`config.mk`:
```
export PLATFORM = sky130hd
export DESIGN_NAME = result_display
export DESIGN_NICKNAME = d
export VERILOG_FILES = /design/src/rtl/result_display.sv
export SDC_FILE = /design/constraint.sdc
export NUM_CORES = 1
export LEC_CHECK = 0
export BUFFER_PORTS_ARGS = -buffer_cell sky130_fd_sc_hd__clkbuf_2
export CORE_MARGIN = 4
export CORE_UTILIZATION = 35
export DETAILED_ROUTE_END_ITERATION = 8
export SKIP_LAST_GASP = 1
export SYNTH_ARGS = -nofsm -noshare
export SYNTH_HDL_FRONTEND = slang
export SYNTH_SLANG_ARGS = --single-unit
```
`constraint.sdc`:
```
create_clock -name clk -period 7.6 [get_ports clk]
set_input_delay 1.14 -clock clk [delete_from_list [all_inputs] [get_ports clk]]
set_output_delay 1.14 -clock clk [all_outputs]
set_load 0.1 [all_outputs]
```
`src/rtl/result_display.sv`:
```
// -----------------------------------------------------------------------------
// result_display
//
// Purpose:
//   Captures the result of an upstream 4-bit adder/subtractor (sum/difference
//   plus carry/borrow), converts it to a signed two-digit decimal value by
//   repeated subtraction of ten, and shows it on a three-digit multiplexed
//   7-segment display (sign, tens, ones).
//
// Parameters:
//   SCAN_DIV       - clock cycles each digit stays enabled while scanning (>= 2)
//   SEG_ACTIVE_LOW - 1: a segment is lit when driven 0; 0: lit when driven 1
//
// Ports:
//   clk    in   single clock, rising edge
//   rst_n  in   synchronous active-low reset
//   load   in   capture strobe for setup/co/s (honoured only when idle)
//   setup  in   1 = add result, 0 = subtract result
//   s      in   4-bit sum/difference
//   co     in   carry (add) or borrow (subtract)
//   busy   out  conversion in progress
//   done   out  one-cycle pulse after the displayed value updates
//   seg    out  segments {g,f,e,d,c,b,a}, polarity set by SEG_ACTIVE_LOW
//   dig    out  active-low digit enables: [0]=ones, [1]=tens, [2]=sign
// -----------------------------------------------------------------------------
module result_display #(
  parameter int SCAN_DIV       = 50000,
  parameter int SEG_ACTIVE_LOW = 1
) (
  input  logic       clk,
  input  logic       rst_n,
  input  logic       load,
  input  logic       setup,
  input  logic [3:0] s,
  input  logic       co,
  output logic       busy,
  output logic       done,
  output logic [6:0] seg,
  output logic [2:0] dig
);

  localparam int         CNT_W    = (SCAN_DIV > 2) ? $clog2(SCAN_DIV) : 1;
  localparam logic [CNT_W-1:0] CNT_LAST = CNT_W'(SCAN_DIV - 1);
  // Value driven on seg when no segment is lit.
  localparam logic [6:0] SEG_OFF  = (SEG_ACTIVE_LOW != 0) ? 7'h7F : 7'h00;
  // Active-high pattern for the minus sign: only segment g.
  localparam logic [6:0] SEG_MINUS = 7'b1000000;

  typedef enum logic {
    IDLE = 1'b0,
    CONV = 1'b1
  } state_t;

  // ---------------------------------------------------------------------------
  // State
  // ---------------------------------------------------------------------------
  state_t           state_q, state_d;
  logic [4:0]       mag_q, mag_d;          // remaining magnitude during conversion
  logic [3:0]       tens_q, tens_d;        // tens accumulated during conversion
  logic             neg_q, neg_d;          // sign captured at load
  logic             done_q, done_d;

  // Display registers: written only at the commit edge, all together.
  logic             disp_valid_q, disp_valid_d;  // 0 = everything blank
  logic [3:0]       disp_ones_q, disp_ones_d;
  logic [3:0]       disp_tens_q, disp_tens_d;
  logic             disp_neg_q, disp_neg_d;

  // Scanning
  logic [CNT_W-1:0] scan_cnt_q, scan_cnt_d;
  logic [1:0]       sel_q, sel_d;          // 0 = ones, 1 = tens, 2 = sign
  logic [6:0]       seg_q, seg_d;
  logic [2:0]       dig_q, dig_d;

  // ---------------------------------------------------------------------------
  // Load-time magnitude/sign. A borrow in subtract mode means the true result
  // is s - 16, so its magnitude is 16 - s.
  // ---------------------------------------------------------------------------
  logic [4:0] load_mag;
  logic       load_neg;

  always_comb begin
    load_mag = {co, s};
    load_neg = 1'b0;
    if (!setup) begin
      if (co) begin
        load_mag = 5'd16 - {1'b0, s};
        load_neg = 1'b1;
      end else begin
        load_mag = {1'b0, s};
      end
    end
  end

  // ---------------------------------------------------------------------------
  // Conversion FSM: one ten is peeled off per CONV cycle; the cycle that finds
  // fewer than ten remaining commits the digits and returns to IDLE.
  // ---------------------------------------------------------------------------
  always_comb begin
    state_d      = state_q;
    mag_d        = mag_q;
    tens_d       = tens_q;
    neg_d        = neg_q;
    done_d       = 1'b0;
    disp_valid_d = disp_valid_q;
    disp_ones_d  = disp_ones_q;
    disp_tens_d  = disp_tens_q;
    disp_neg_d   = disp_neg_q;

    case (state_q)
      IDLE: begin
        if (load) begin
          state_d = CONV;
          mag_d   = load_mag;
          neg_d   = load_neg;
          tens_d  = 4'd0;
        end
      end
      CONV: begin
        if (mag_q >= 5'd10) begin
          mag_d  = mag_q - 5'd10;
          tens_d = tens_q + 4'd1;
        end else begin
          disp_valid_d = 1'b1;
          disp_ones_d  = mag_q[3:0];
          disp_tens_d  = tens_q;
          disp_neg_d   = neg_q;
          done_d       = 1'b1;
          state_d      = IDLE;
        end
      end
      default: state_d = IDLE;
    endcase
  end

  // ---------------------------------------------------------------------------
  // Decimal digit to active-high segment pattern {g,f,e,d,c,b,a}.
  // ---------------------------------------------------------------------------
  function automatic logic [6:0] dec7(input logic [3:0] v);
    case (v)
      4'd0:    dec7 = 7'b0111111;
      4'd1:    dec7 = 7'b0000110;
      4'd2:    dec7 = 7'b1011011;
      4'd3:    dec7 = 7'b1001111;
      4'd4:    dec7 = 7'b1100110;
      4'd5:    dec7 = 7'b1101101;
      4'd6:    dec7 = 7'b1111101;
      4'd7:    dec7 = 7'b0000111;
      4'd8:    dec7 = 7'b1111111;
      4'd9:    dec7 = 7'b1101111;
      default: dec7 = 7'b0000000;
    endcase
  endfunction

  // ---------------------------------------------------------------------------
  // Scan: free-running, independent of the FSM. seg/dig are registered from
  // the same sel_q so they always change together.
  // ---------------------------------------------------------------------------
  logic [2:0] dig_sel;

  genvar gi;
  generate
    for (gi = 0; gi < 3; gi++) begin : g_dig
      assign dig_sel[gi] = (sel_q != 2'(gi));
    end
  endgenerate

  logic [6:0] lit;

  always_comb begin
    scan_cnt_d = scan_cnt_q + 1'b1;
    sel_d      = sel_q;
    if (scan_cnt_q == CNT_LAST) begin
      scan_cnt_d = '0;
      sel_d      = (sel_q == 2'd2) ? 2'd0 : sel_q + 2'd1;
    end

    lit = 7'b0000000;
    case (sel_q)
      2'd0:    lit = disp_valid_q ? dec7(disp_ones_q) : 7'b0000000;
      2'd1:    lit = (disp_valid_q && disp_tens_q != 4'd0) ? dec7(disp_tens_q) : 7'b0000000;
      default: lit = (disp_valid_q && disp_neg_q) ? SEG_MINUS : 7'b0000000;
    endcase

    seg_d = (SEG_ACTIVE_LOW != 0) ? ~lit : lit;
    dig_d = dig_sel;
  end

  // ---------------------------------------------------------------------------
  // Registers
  // ---------------------------------------------------------------------------
  always_ff @(posedge clk) begin
    if (!rst_n) begin
      state_q      <= IDLE;
      mag_q        <= '0;
      tens_q       <= '0;
      neg_q        <= 1'b0;
      done_q       <= 1'b0;
      disp_valid_q <= 1'b0;
      disp_ones_q  <= '0;
      disp_tens_q  <= '0;
      disp_neg_q   <= 1'b0;
      scan_cnt_q   <= '0;
      sel_q        <= 2'd0;
      seg_q        <= SEG_OFF;
      dig_q        <= 3'b111;
    end else begin
      state_q      <= state_d;
      mag_q        <= mag_d;
      tens_q       <= tens_d;
      neg_q        <= neg_d;
      done_q       <= done_d;
      disp_valid_q <= disp_valid_d;
      disp_ones_q  <= disp_ones_d;
      disp_tens_q  <= disp_tens_d;
      disp_neg_q   <= disp_neg_d;
      scan_cnt_q   <= scan_cnt_d;
      sel_q        <= sel_d;
      seg_q        <= seg_d;
      dig_q        <= dig_d;
    end
  end

  assign busy = (state_q == CONV);
  assign done = done_q;
  assign seg  = seg_q;
  assign dig  = dig_q;

endmodule

```
==> out/qor.tcl <==
set qor(number_of_enable_flip_flop_cells_after_synthesis) 0
set qor(globalplace.congestion) 0.759
set qor(level_count_of_the_clock_h_tree) 3
set qor(cts_post_setup_buffers_inserted) 0
set qor(place.detailed.hpwl_mm) 4.37
set qor(via_count) 2441
set qor(io_pins) 21
set qor(finish.net_count) 397
set qor(detail_route.first_pass.iterations) 4
set qor(holdBufCountCts) 0
set qor(comb_power_share) 0.121
set qor(final_layout_size_suffix_gt1_frac) 0.117
set qor(rows) 34
set qor(global_route_overflow) 0
set qor(critical_path_peak_fanout) 29
set qor(path_delay_family) {buffers and inverters}
set qor(power.density_mw_per_mm2) 236
set qor(postRouteWirelength_mm) 6.12
set qor(cts_tree) {done}
set qor(avgSynthCellArea_sq_um) 8.67
set qor(clkTransAtPathRegs_ps) 70
set qor(max_clock_freq_mhz) 275
set qor(synth_async_sr_flop_share) 0
set qor(vias_per_cell) 5.03
set qor(grt_pass1_wl_mm) 10.6
set qor(clock_net_sink_count) 64
set qor(run_status) {complete, no violations}
set qor(flop_to_flop_setup_slack_ps) 4210
set qor(quantity_of_i_o_buffers_inserted_on_ports) 20
set qor(syn-num-nets) 381
set qor(pin_count_of_the_biggest_net_entering_global_routing) 30
set qor(worst-slew-pin-transition_ps) 907
set qor(final_period_minus_worst_setup_slack_ps) 3640
set qor(flow.area_growth_from_synthesis_pct) 13.0
set qor(postLayoutCellArea_sq_mm) 0.00349
set qor(min_to) {disp_neg_q}
set qor(syn-instance-count) 356
set qor(internal-power_mw) 0.600
set qor(n_antenna_cell) 0
set qor(report.final.slew_viol_count) 0
set qor(fin_skew_ps) 9.39
set qor(maxCapViolCount) 0
set qor(timing.slew.headroom) 0.396
set qor(placed_area_sq_mm) 0.00325
set qor(endpoint_kind) {flop}
set qor(worstPathRequired_ps) 7810
set qor(floorplan.die_area_sq_mm) 0.0104
set qor(setup_tns_ps) 0
set qor(reg2regPathDepth) 10
set qor(finalCritPeriodShare) 0.478
set qor(hp-class) {flop to flop}
set qor(switching_share) 0.270
set qor(synth_seq_area_share) 0.415
set qor(cpMostUsedCell) {o21ai_0}
set qor(post_drt_wl_per_cell_microns) 12.6
set qor(crit_cells) 9
set qor(cts_made_buffers) 9
set qor(pwr-share-seq) 0.444
set qor(core_region_area_sq_mm) 0.00864
set qor(netSwitchingPower_mw) 0.222
set qor(clk_lat_worst_skew_ps) 350
set qor(synthDistinctLibCells) 61
set qor(holdWs_ps) 464
set qor(crit_path_top_delay_cell) {clkinv_1}
set qor(synth-main-ff-cell) {dfxtp_1}
set qor(critical-path-max-stage-delay_ps) 770
set qor(setup_viol) 0
set qor(worstPathCellList) {clkbuf_2 -> clkinv_1 -> a21oi_1 -> inv_1 -> ha_1 -> and2_1 -> o21ai_0 -> o311a_1 -> o21ai_0}
set qor(path_buf_inv) 3
set qor(reg2reg_from) {busy}
set qor(critical_path.startpoint_type) {input port}
set qor(arrival_ps) 3850
set qor(grt_pass1_vias) 2305
set qor(grtUsageTotal) 0.131
set qor(grt_use_met3) 0.0539
set qor(rsz0062_at_grt) {no}
set qor(gr-max-usage-layer) {met2}
set qor(critical_path_type) {input port to flop}
set qor(start_util) 0.358
set qor(hold_viol) 0
set qor(die_h_microns) 102
set qor(vdd.ir_drop.worst_mv) 0.122
set qor(drt_drc_violations_left) 0
set qor(mappedNetlistArea_sq_mm) 0.00309
set qor(antenna_violations_before_repair) 0
set qor(ctsRootBufferMaster) {clkbuf_8}
set qor(drtIter0Drc) 86
set qor(power_frac_clock) 0.435
set qor(gr-usage-met2) 0.210
set qor(p_leak_nw) 1.34
set qor(startpoint) {rst_n}
set qor(holdCritStartpoint) {disp_neg_q}
set qor(ys_warn_count) 0
set qor(ant_nets) 0
set qor(post_cts_resize_count) 0
set qor(grt.met1_usage) 0.159
set qor(chipWidth_microns) 102
set qor(instance_count_along_the_most_critical_hold_path) 2
set qor(max-clock-path-buffers) 2
set qor(ys_ff_latch) 64
area by class of cell:
| type | instances | area, sq um |
|---|---|---|
| clock buffer | 9 | 124 |
| sequential | 64 | 1280 |
| fill | 877 | 5150 |
| timing repair buffer | 20 | 100 |
| inverter | 17 | 63.8 |
| multi-input combinational | 260 | 1670 |
| tap | 108 | 135 |
| clock inverter | 7 | 120 |
logic make-up after synthesis:
logic type / Yosys count / share of synthesized area
and+or+nand+nor: 144 / 0.227
AOI/OAI and AO/OA: 71 / 0.154
xor gates and xnor gates: 19 / 0.0539
muxes: 10 / 0.0397
DFF: 64 / 0.415
adders and majority gates: 16 / 0.0648
buffers and inverters: 32 / 0.0458
placed cells by master, fill, tap and decap left out, types with 7 or more instances in the layout:
cell,n
nor2_1,42
xor2_1,10
nand3_1,9
nand2_1,43
inv_1,16
clkbuf_2,20
o21ai_0,18
ha_1,16
clkbuf_8,9
xnor2_1,9
dfxtp_1,64
a21oi_1,16
nor3_1,9
nand4_1,7
worst max path at each step:
| stage | to | slack [ps] |
|---|---|---|
| after floorplan | flop | 4550 |
| after global placement | flop | 3770 |
| after detailed placement | flop | 3600 |
| after CTS | flop | 3970 |
| after global routing | flop | 3640 |
| final | flop | 3960 |
worst min-delay path, cell delays in order (launching register included):
cell and delay (ps):
dfxtp_1 320, nand2_1 50, a21oi_1 50
power groups by stage:
stage                     registers (mW)  logic [mW]  clock network, mW
final                              0.365      0.0995              0.358
after global routing               0.367       0.110              0.383
after CTS                          0.365       0.100              0.365
after detailed placement           0.373      0.0997                  0
after global placement             0.373      0.0984                  0
after floorplan                    0.391      0.0633                  0
layer usage:
metal / vias up / wire length, microns
met3: 10 / 213
met4: 0 / 107
met1: 1120 / 2950
li1: 1273 / -
met5: - / 0
met2: 38 / 2860
metrics by stage:
stage               worst slack, ps  cells  power [mW]   util
floorplan                      4550    356       0.454      -
finish                         3960    485       0.822  0.404
global route                   3640    485       0.860  0.404
global placement               3770    469       0.471  0.376
detailed placement             3600    469       0.472  0.376
CTS                            3970    485       0.830  0.404
Yosys cell counts, types with 2 or more instances:
library cell	n	share of area
nand3b_1	3	0.0073
o211ai_1	6	0.015
nor2b_1	5	0.010
buf_1	3	0.0036
a211oi_1	2	0.0049
o21ai_0	18	0.029
buf_2	2	0.0032
nor3_1	9	0.015
clkbuf_1	7	0.0085
a21boi_0	2	0.0049
mux2i_1	6	0.019
buf_6	2	0.0073
a21oi_1	16	0.026
and3_1	3	0.0061
nor3b_1	3	0.0073
a31oi_1	2	0.0041
nand4_1	7	0.014
nand3_1	9	0.015
inv_1	16	0.019
ha_1	16	0.065
dfxtp_1	64	0.41
o31ai_1	3	0.0073
xor2_1	10	0.028
o2111ai_1	2	0.0057
and2_1	5	0.010
nor2_1	42	0.051
nand2b_1	2	0.0041
xnor2_1	9	0.026
a22o_1	6	0.017
nor4b_1	3	0.0085
nand2_1	43	0.052
No activity file was read; power rests on OpenSTA's default activity.
